### src/rtl/cpu_pkg.sv
// cpu_pkg: shared state encoding, width defaults and opcode constants for the 4-bit CPU
package cpu_pkg;
    localparam int PC_W_DEF = 12;
    localparam int OP_W_DEF = 4;
    typedef enum logic [1:0] {HALT, FETCH, EXEC} state_t;
    localparam logic [3:0] OP_NOP = 4'h0;
    localparam logic [3:0] OP_LDA = 4'h1;
    localparam logic [3:0] OP_ADD = 4'h2;
    localparam logic [3:0] OP_STA = 4'h3;
    localparam logic [3:0] OP_OUT = 4'h4;
    localparam logic [3:0] OP_JMP = 4'h8;
    localparam logic [3:0] OP_JC  = 4'h9;
    localparam logic [3:0] OP_JZ  = 4'hA;
endpackage

### src/rtl/pc_counter.sv
// pc_counter: program counter with load-over-increment priority and async reset
import cpu_pkg::*;
module pc_counter #(
    parameter int PC_W = PC_W_DEF
) (
    input  logic            clock,
    input  logic            reset,
    input  logic            load,
    input  logic            inc,
    input  logic [PC_W-1:0] d,
    output logic [PC_W-1:0] q
);
    // load wins over inc; increment wraps modulo 2^PC_W
    always_ff @(posedge clock or posedge reset)
        if (reset)
            q <= '0;
        else
            q <= load ? d : inc ? q + PC_W'(1) : q;
endmodule

### src/rtl/fetch_exec_sequencer.sv
// fetch_exec_sequencer: HALT/FETCH/EXEC sequencing, PC, instruction latch and flags; optional BREAKPOINT_EN
import cpu_pkg::*;
module fetch_exec_sequencer #(
    parameter int PC_W = PC_W_DEF,
    parameter int OP_W = OP_W_DEF
) (
    input  logic              clock,
    input  logic              reset,
    input  logic              run,
    input  logic [2*OP_W-1:0] rom_data,
    input  logic              rom_ready,
    input  logic              inc_pc,
    input  logic              load_pc,
    input  logic              load_flags,
    input  logic [PC_W-1:0]   jump_target,
    input  logic              c_in,
    input  logic              z_in,
`ifdef BREAKPOINT_EN
    input  logic [PC_W-1:0]   bp_addr,
    output logic              bp_hit,
`endif
    output logic [PC_W-1:0]   pc,
    output logic [OP_W-1:0]   instr,
    output logic [OP_W-1:0]   oprnd,
    output logic              phase,
    output logic              c_flag,
    output logic              z_flag,
    output logic              exec_en,
    output logic              halted
);
    state_t st, st_nxt;
    logic fetch_ok, pc_load, pc_inc, bp_blk, bp_stop;
    assign fetch_ok = st == FETCH && rom_ready;
    assign pc_load  = st == EXEC && load_pc;
    assign pc_inc   = inc_pc && (st == EXEC || fetch_ok);
`ifdef BREAKPOINT_EN
    logic [PC_W-1:0] pc_nxt;
    assign pc_nxt  = pc_load ? jump_target : pc_inc ? pc + PC_W'(1) : pc;
    assign bp_stop = pc_nxt == bp_addr;
    assign bp_blk  = bp_hit;
    // breakpoint latches on a stopped EXEC exit and clears once run=0 is seen in HALT
    always_ff @(posedge clock or posedge reset)
        if (reset)
            bp_hit <= 1'b0;
        else if (st == EXEC && run && bp_stop)
            bp_hit <= 1'b1;
        else if (st == HALT && !run)
            bp_hit <= 1'b0;
`else
    assign bp_stop = 1'b0;
    assign bp_blk  = 1'b0;
`endif
    pc_counter #(.PC_W(PC_W)) u_pc (
        .clock(clock),
        .reset(reset),
        .load (pc_load),
        .inc  (pc_inc),
        .d    (jump_target),
        .q    (pc)
    );
    // state register
    always_ff @(posedge clock or posedge reset)
        if (reset)
            st <= HALT;
        else
            st <= st_nxt;
    // next state: FETCH stalls on rom_ready, EXEC is always one cycle, run only sampled in HALT/EXEC exit
    always_comb begin
        st_nxt = st;
        case (st)
            HALT:    st_nxt = run && !bp_blk ? FETCH : HALT;
            FETCH:   st_nxt = rom_ready ? EXEC : FETCH;
            EXEC:    st_nxt = run && !bp_stop ? FETCH : HALT;
            default: st_nxt = HALT;
        endcase
    end
    // opcode/operand captured on the accepted fetch
    always_ff @(posedge clock or posedge reset)
        if (reset)
            {instr, oprnd} <= '0;
        else if (fetch_ok)
            {instr, oprnd} <= rom_data;
    // flags only accept load_flags during EXEC
    always_ff @(posedge clock or posedge reset)
        if (reset)
            {c_flag, z_flag} <= 2'b00;
        else if (st == EXEC && load_flags)
            {c_flag, z_flag} <= {c_in, z_in};
    assign phase   = st == EXEC;
    assign exec_en = st == EXEC;
    assign halted  = st == HALT;
endmodule

### config.mk
export PLATFORM = sky130hd
export DESIGN_NAME = fetch_exec_sequencer
export DESIGN_NICKNAME = d
export VERILOG_FILES = /design/src/rtl/cpu_pkg.sv /design/src/rtl/pc_counter.sv /design/src/rtl/fetch_exec_sequencer.sv
export SDC_FILE = /design/constraint.sdc
export NUM_CORES = 1
export LEC_CHECK = 0
export CORE_ASPECT_RATIO = 0.8
export CORE_MARGIN = 2
export CORE_UTILIZATION = 46
export CTS_BUF_LIST = sky130_fd_sc_hd__clkbuf_4 sky130_fd_sc_hd__clkbuf_8
export DETAILED_ROUTE_END_ITERATION = 8
export PLACE_DENSITY_LB_ADDON = 0.25
export SETUP_SLACK_MARGIN = 0.15
export SYNTH_ARGS = -nofsm -noshare
export SYNTH_HDL_FRONTEND = slang
export SYNTH_SLANG_ARGS = --single-unit
export TNS_END_PERCENT = 50
### constraint.sdc
create_clock -name clock -period 4 [get_ports clock]
set_input_delay 0.8 -clock clock [delete_from_list [all_inputs] [get_ports clock]]
set_output_delay 0.8 -clock clock [all_outputs]
set_load 0.1 [all_outputs]
# [Word-level counts from Yosys, hierarchy flattened]
# Index checks and enable logic that the tools add are counted.
[word_totals] output_inout_bits=25 ff_bits=24
[op_classes] eq_ne=2 n_reduce_logical=8 mux=5 addsub=1
[ops] operator="$mux 12" count=2
[ops] operator="$add 12x1->12 const B" count=1
[ops] operator="$logic_and 1x1->1" count=4
[ops] operator="$pmux 2 s2" count=1
[ops] operator="$eq 2x1->1 const B" count=1
[ops] operator="$eq 2x2->1 const B" count=1
[ops] operator="$logic_not 2->1" count=1
[ops] operator="$mux 2" count=1
[ops] operator="$reduce_bool 2->1" count=1
[ops] operator="$reduce_or 2->1" count=1
[ops] operator="$logic_or 1x1->1" count=1
[ops] operator="$mux 1" count=1

# [Logic depth before layout (Yosys ltp)]
[depth] depth_word=6 depth_mapped=6 depth_no_buf=5

# [Cells and area by module]
# A second synthesis with hierarchy kept.
[unflattened] cells_unflattened=111 hier_area_um2=1242.4
[by_module_without_submodules] module="pc_counter" area_per_inst_um2=714.4 n_inst=1 seq_area_each_um2=300.3 cells_each=76
[by_module_without_submodules] module="fetch_exec_sequencer" area_per_inst_um2=528.0 n_inst=1 seq_area_each_um2=300.3 cells_each=35

# [Least setup slack after synthesis]
# No wires, ideal clock.
[synth_timing] kind="register -> output" from="reg st[1]" to="out halted" arrival_ns=1.692 required_ns=3.200 path_stages_with_launch=2 setup_slack_ns=1.508 path_cell_list="dfrtp_1 > nor2_1"
[synth_via] elab_chain_len=1
[synth_lines] item="start: declaration" line="fetch_exec_sequencer.sv:31" text="state_t st, st_nxt;"
[synth_lines] item="start signal: assignment" line="fetch_exec_sequencer.sv:66" text="st <= st_nxt;"
[synth_lines] item="$logic_not 2->1" line="fetch_exec_sequencer.sv:91" text="assign halted = st == HALT;"
[synth_lines] item="end: declaration" line="fetch_exec_sequencer.sv:29" text="output logic halted"
# No other way between the ends.

# [Worst setup path in the final report]
[layout_timing] from="reg st[0]" to="out exec_en"
[layout_via] elab_chain_len=1
[layout_lines] item="$eq 2x2->1" line="fetch_exec_sequencer.sv:90" text="assign exec_en = st == EXEC;"
[layout_lines] item="end: declaration" line="fetch_exec_sequencer.sv:28" text="output logic exec_en,"
# No other way between the ends.

==> results.md <==
- Clock Latency Late Sink: 330 ps
- Overflow after GRT: 0
- Max cap viols: 0
- CTS clk-pin slew, worst paths: 140 ps
- Core Box Area: 2440 sq um
- Final Cycle Share: 75.0%
- Final Critical Period: 3000 ps
- Total number of vias: 1,143
- RR Startpoint: st[1]
- CP top delay family: buffers and inverters
- Area occupied by multi-input gates: 539 sq um
- Met2 usage: 36.7%
- Slew headroom: 32.4%
- Yosys Warn Count: 0
- H-tree depth: 1
- CTS tree: built
- Syn_nets: 157
- CTS Hold Bufs: 0
- Number of global-route vias before repair: 1,156
- Arr. time, crit path: 2200 ps
- CP max FO: 7
- Peak supply drop: 0.504 mV
- Crit path cell chain: nand2b_4 -> inv_4 -> clkdlybuf4s50_1
- Vertical die dimension: 49.5 microns
- Critical path class: flip-flop to output pin
- Share of cells above drive strength 1: 7.26%
- Detail Placement HPWL: 2.21 mm
- Final hold violation count: 0
- Max stage delay cell, worst path: clkdlybuf4s50_1
- First-pass GRT wire length: 4.91 mm
- # Post-CTS Setup Buffers: 0
- Fmax: 333 MHz
- Clk buf depth: 2
- FP Rows: 16
- Area Overhead vs Synth: 48.8%
- Clock sinks: 24
- R2R setup slack: 2070 ps
- Worst hold path depth: 2
- Cells after DPL: 211
- Gr usage total: 21.4%
- Placer Congestion: 0.737
- Syn Area/Cell: 9.36 sq um
- GRT busiest layer: met2
- Die width: 60.8 microns
- Worst r2r dst: u_pc.q[11]
- Layout Cells excl Fill: 215
- Number of DRC markers in iteration 0: 40
- Met1 GRT Util: 27.0%
- CP Capture Type: output pin
- WL/cell: 13.5 microns
- Library cells used by synthesis: 32
- Met3 Track Usage GR: 5.25%
- Number of buffers created by CTS: 3
- CTS resizes: 0
- Leading cell type in the layout, fill and taps excluded: clkdlybuf4s50_1
- Yosys reg bits: 24
- Post-DRT Antenna Nets: 0
- Commonest non-fill, non-tap cells in the layout: clkdlybuf4s50_1 (53), nand2_1 (35), dfrtp_1 (24)
- Buf/Inv on CP: 2
- Final nets: 210
- Vias per Instance: 5.32
- Antenna fix cells: 0
- FF-to-FF path depth: 5
- Post-synthesis cell area: 1190 sq um
- Final Max Slew Viols: 0
- Pre-antenna DRT Iters: 5
- IO Port Bufs: 53
- DRC viols: 0
- Die footprint: 3010 sq um
- Detailed Route WL: 2.89 mm
- Sequential share of the synthesized area: 50.5%
- Initial antenna violation count: 0
- Io pins: 54
- Setup TNS: 0 ps
- Root Buffer Master: clkbuf_4
- Pwr Total: 1.57 mW
- Worst endpoint required time: 3200 ps
- Min-Delay Path Class: flip-flop to flip-flop
- Leakage: 0.743 nW
- Reg area: 601 sq um
- Cells after synthesis: 127
- Setup violators final: 0
- Power per cell area: 885 nW/um^2
- RSZ-0062 raised after global routing: false
- Hold Path Sink: instr[2]
- Starting Density: 48.7%
- CP max stage delay: 1130 ps
- Fillers: 207
- Hold Crit Start: instr[2]
- Largest net degree at the start of global routing: 25
- Clock skew: 8.31 ps
- Status: completed
- Slew @ Worst Pin: 1010 ps
- Startpoint Class: flip-flop
## kinds of logic (layout without fill, tap and decap cells)
| group | Yosys count | count (layout) | share of synthesized area (%) |
|---|---|---|---|
| AO/OA/AOI/OAI | 23 | 23 | 12.0 |
| XOR/XNOR | 4 | 4 | 2.95 |
| adder cells (fa/ha/maj) | 1 | 1 | 1.05 |
| buffers and inverters | 9 | 61 | 4.11 |
| flip-flops | 24 | 24 | 50.5 |
| multiplexers | 4 | 4 | 3.68 |
| AND/OR/NAND/NOR | 62 | 62 | 25.7 |
## flip-flops by register name (all words and copies together), names as in the netlist
| register | cells |
|---|---|
| st | 2 |
| c_flag | 1 |
| z_flag | 1 |
| u_pc.q | 12 |
| instr | 4 |
| oprnd | 4 |
## power breakdown
group          internal (mW)  total [mW]  switching [mW]
Combinational          0.237        1.01           0.775
Sequential             0.328       0.423          0.0951
Clock                 0.0558       0.132          0.0762
## per-layer routing
| layer | share of wire, % | wire (microns) |
|---|---|---|
| met1 | 44 | 1260 |
| met2 | 48 | 1400 |
| met3 | 6.9 | 200 |
| met4 | 1.3 | 37 |
| met5 | 0 | 0 |
## Yosys cell counts, drive strengths merged
master / number / area (sq um)
nand2: 35 / 131
dfrtp: 24 / 601
o21ai: 10 / 50.0
nor2: 9 / 33.8
a31oi: 6 / 37.5
or3: 5 / 31.3
inv: 4 / 17.5
buf: 3 / 23.8
mux2: 3 / 33.8
nand3: 3 / 15.0
nand4: 3 / 18.8
a21oi: 2 / 10.0
and4: 2 / 17.5
clkbuf: 2 / 7.51
or4: 2 / 15.0
xnor2: 2 / 17.5
xor2: 2 / 17.5
a211oi: 1 / 7.51
a21o: 1 / 7.51
and2: 1 / 8.76
ha: 1 / 12.5
mux2i: 1 / 10.0
nand2b: 1 / 13.8
nand3b: 1 / 20.0
o2111ai: 1 / 15.0
o211ai: 1 / 7.51
o31ai: 1 / 7.51
## through the flow
step	cell area, sq um	hold WS (ps)	util [%]	setup WS, ps
floorplan	1190	597	-	1510
global placement	1730	461	71.0	1310
detailed placement	1730	467	71.0	1250
CTS	1770	498	72.4	987
global route	1770	507	72.4	928
finish	1770	497	72.4	1000
## final cells by class
class                           count  area share [%]
Clock buffer                        4            2.05
Tap cell                           36            2.55
Timing Repair Buffer               53            30.0
Sequential cell                    24            33.9
Inverter                            4           0.990
Multi-Input combinational cell     94            30.5
## worst register-to-register path, cell delays in order (launching register included)
cell       delay (ps)
dfrtp_1           450
nand3b_4          260
inv_2             220
o2111ai_2         250
or4_1             510
a31oi_1           180
## worst max-delay path by stage
stage	from	to	slack (ps)	cells past startpoint
2_1_floorplan	st[1]	halted	1510	1
4_1_cts	st[0]	phase	990	3
3_3_place_gp	rom_ready	u_pc.q[11]	1310	6
3_5_place_dp	rom_ready	u_pc.q[11]	1250	6
5_1_grt	st[0]	phase	930	3
6_report	st[0]	exec_en	1000	3
Note: power is estimated with default switching activity, not from simulation.
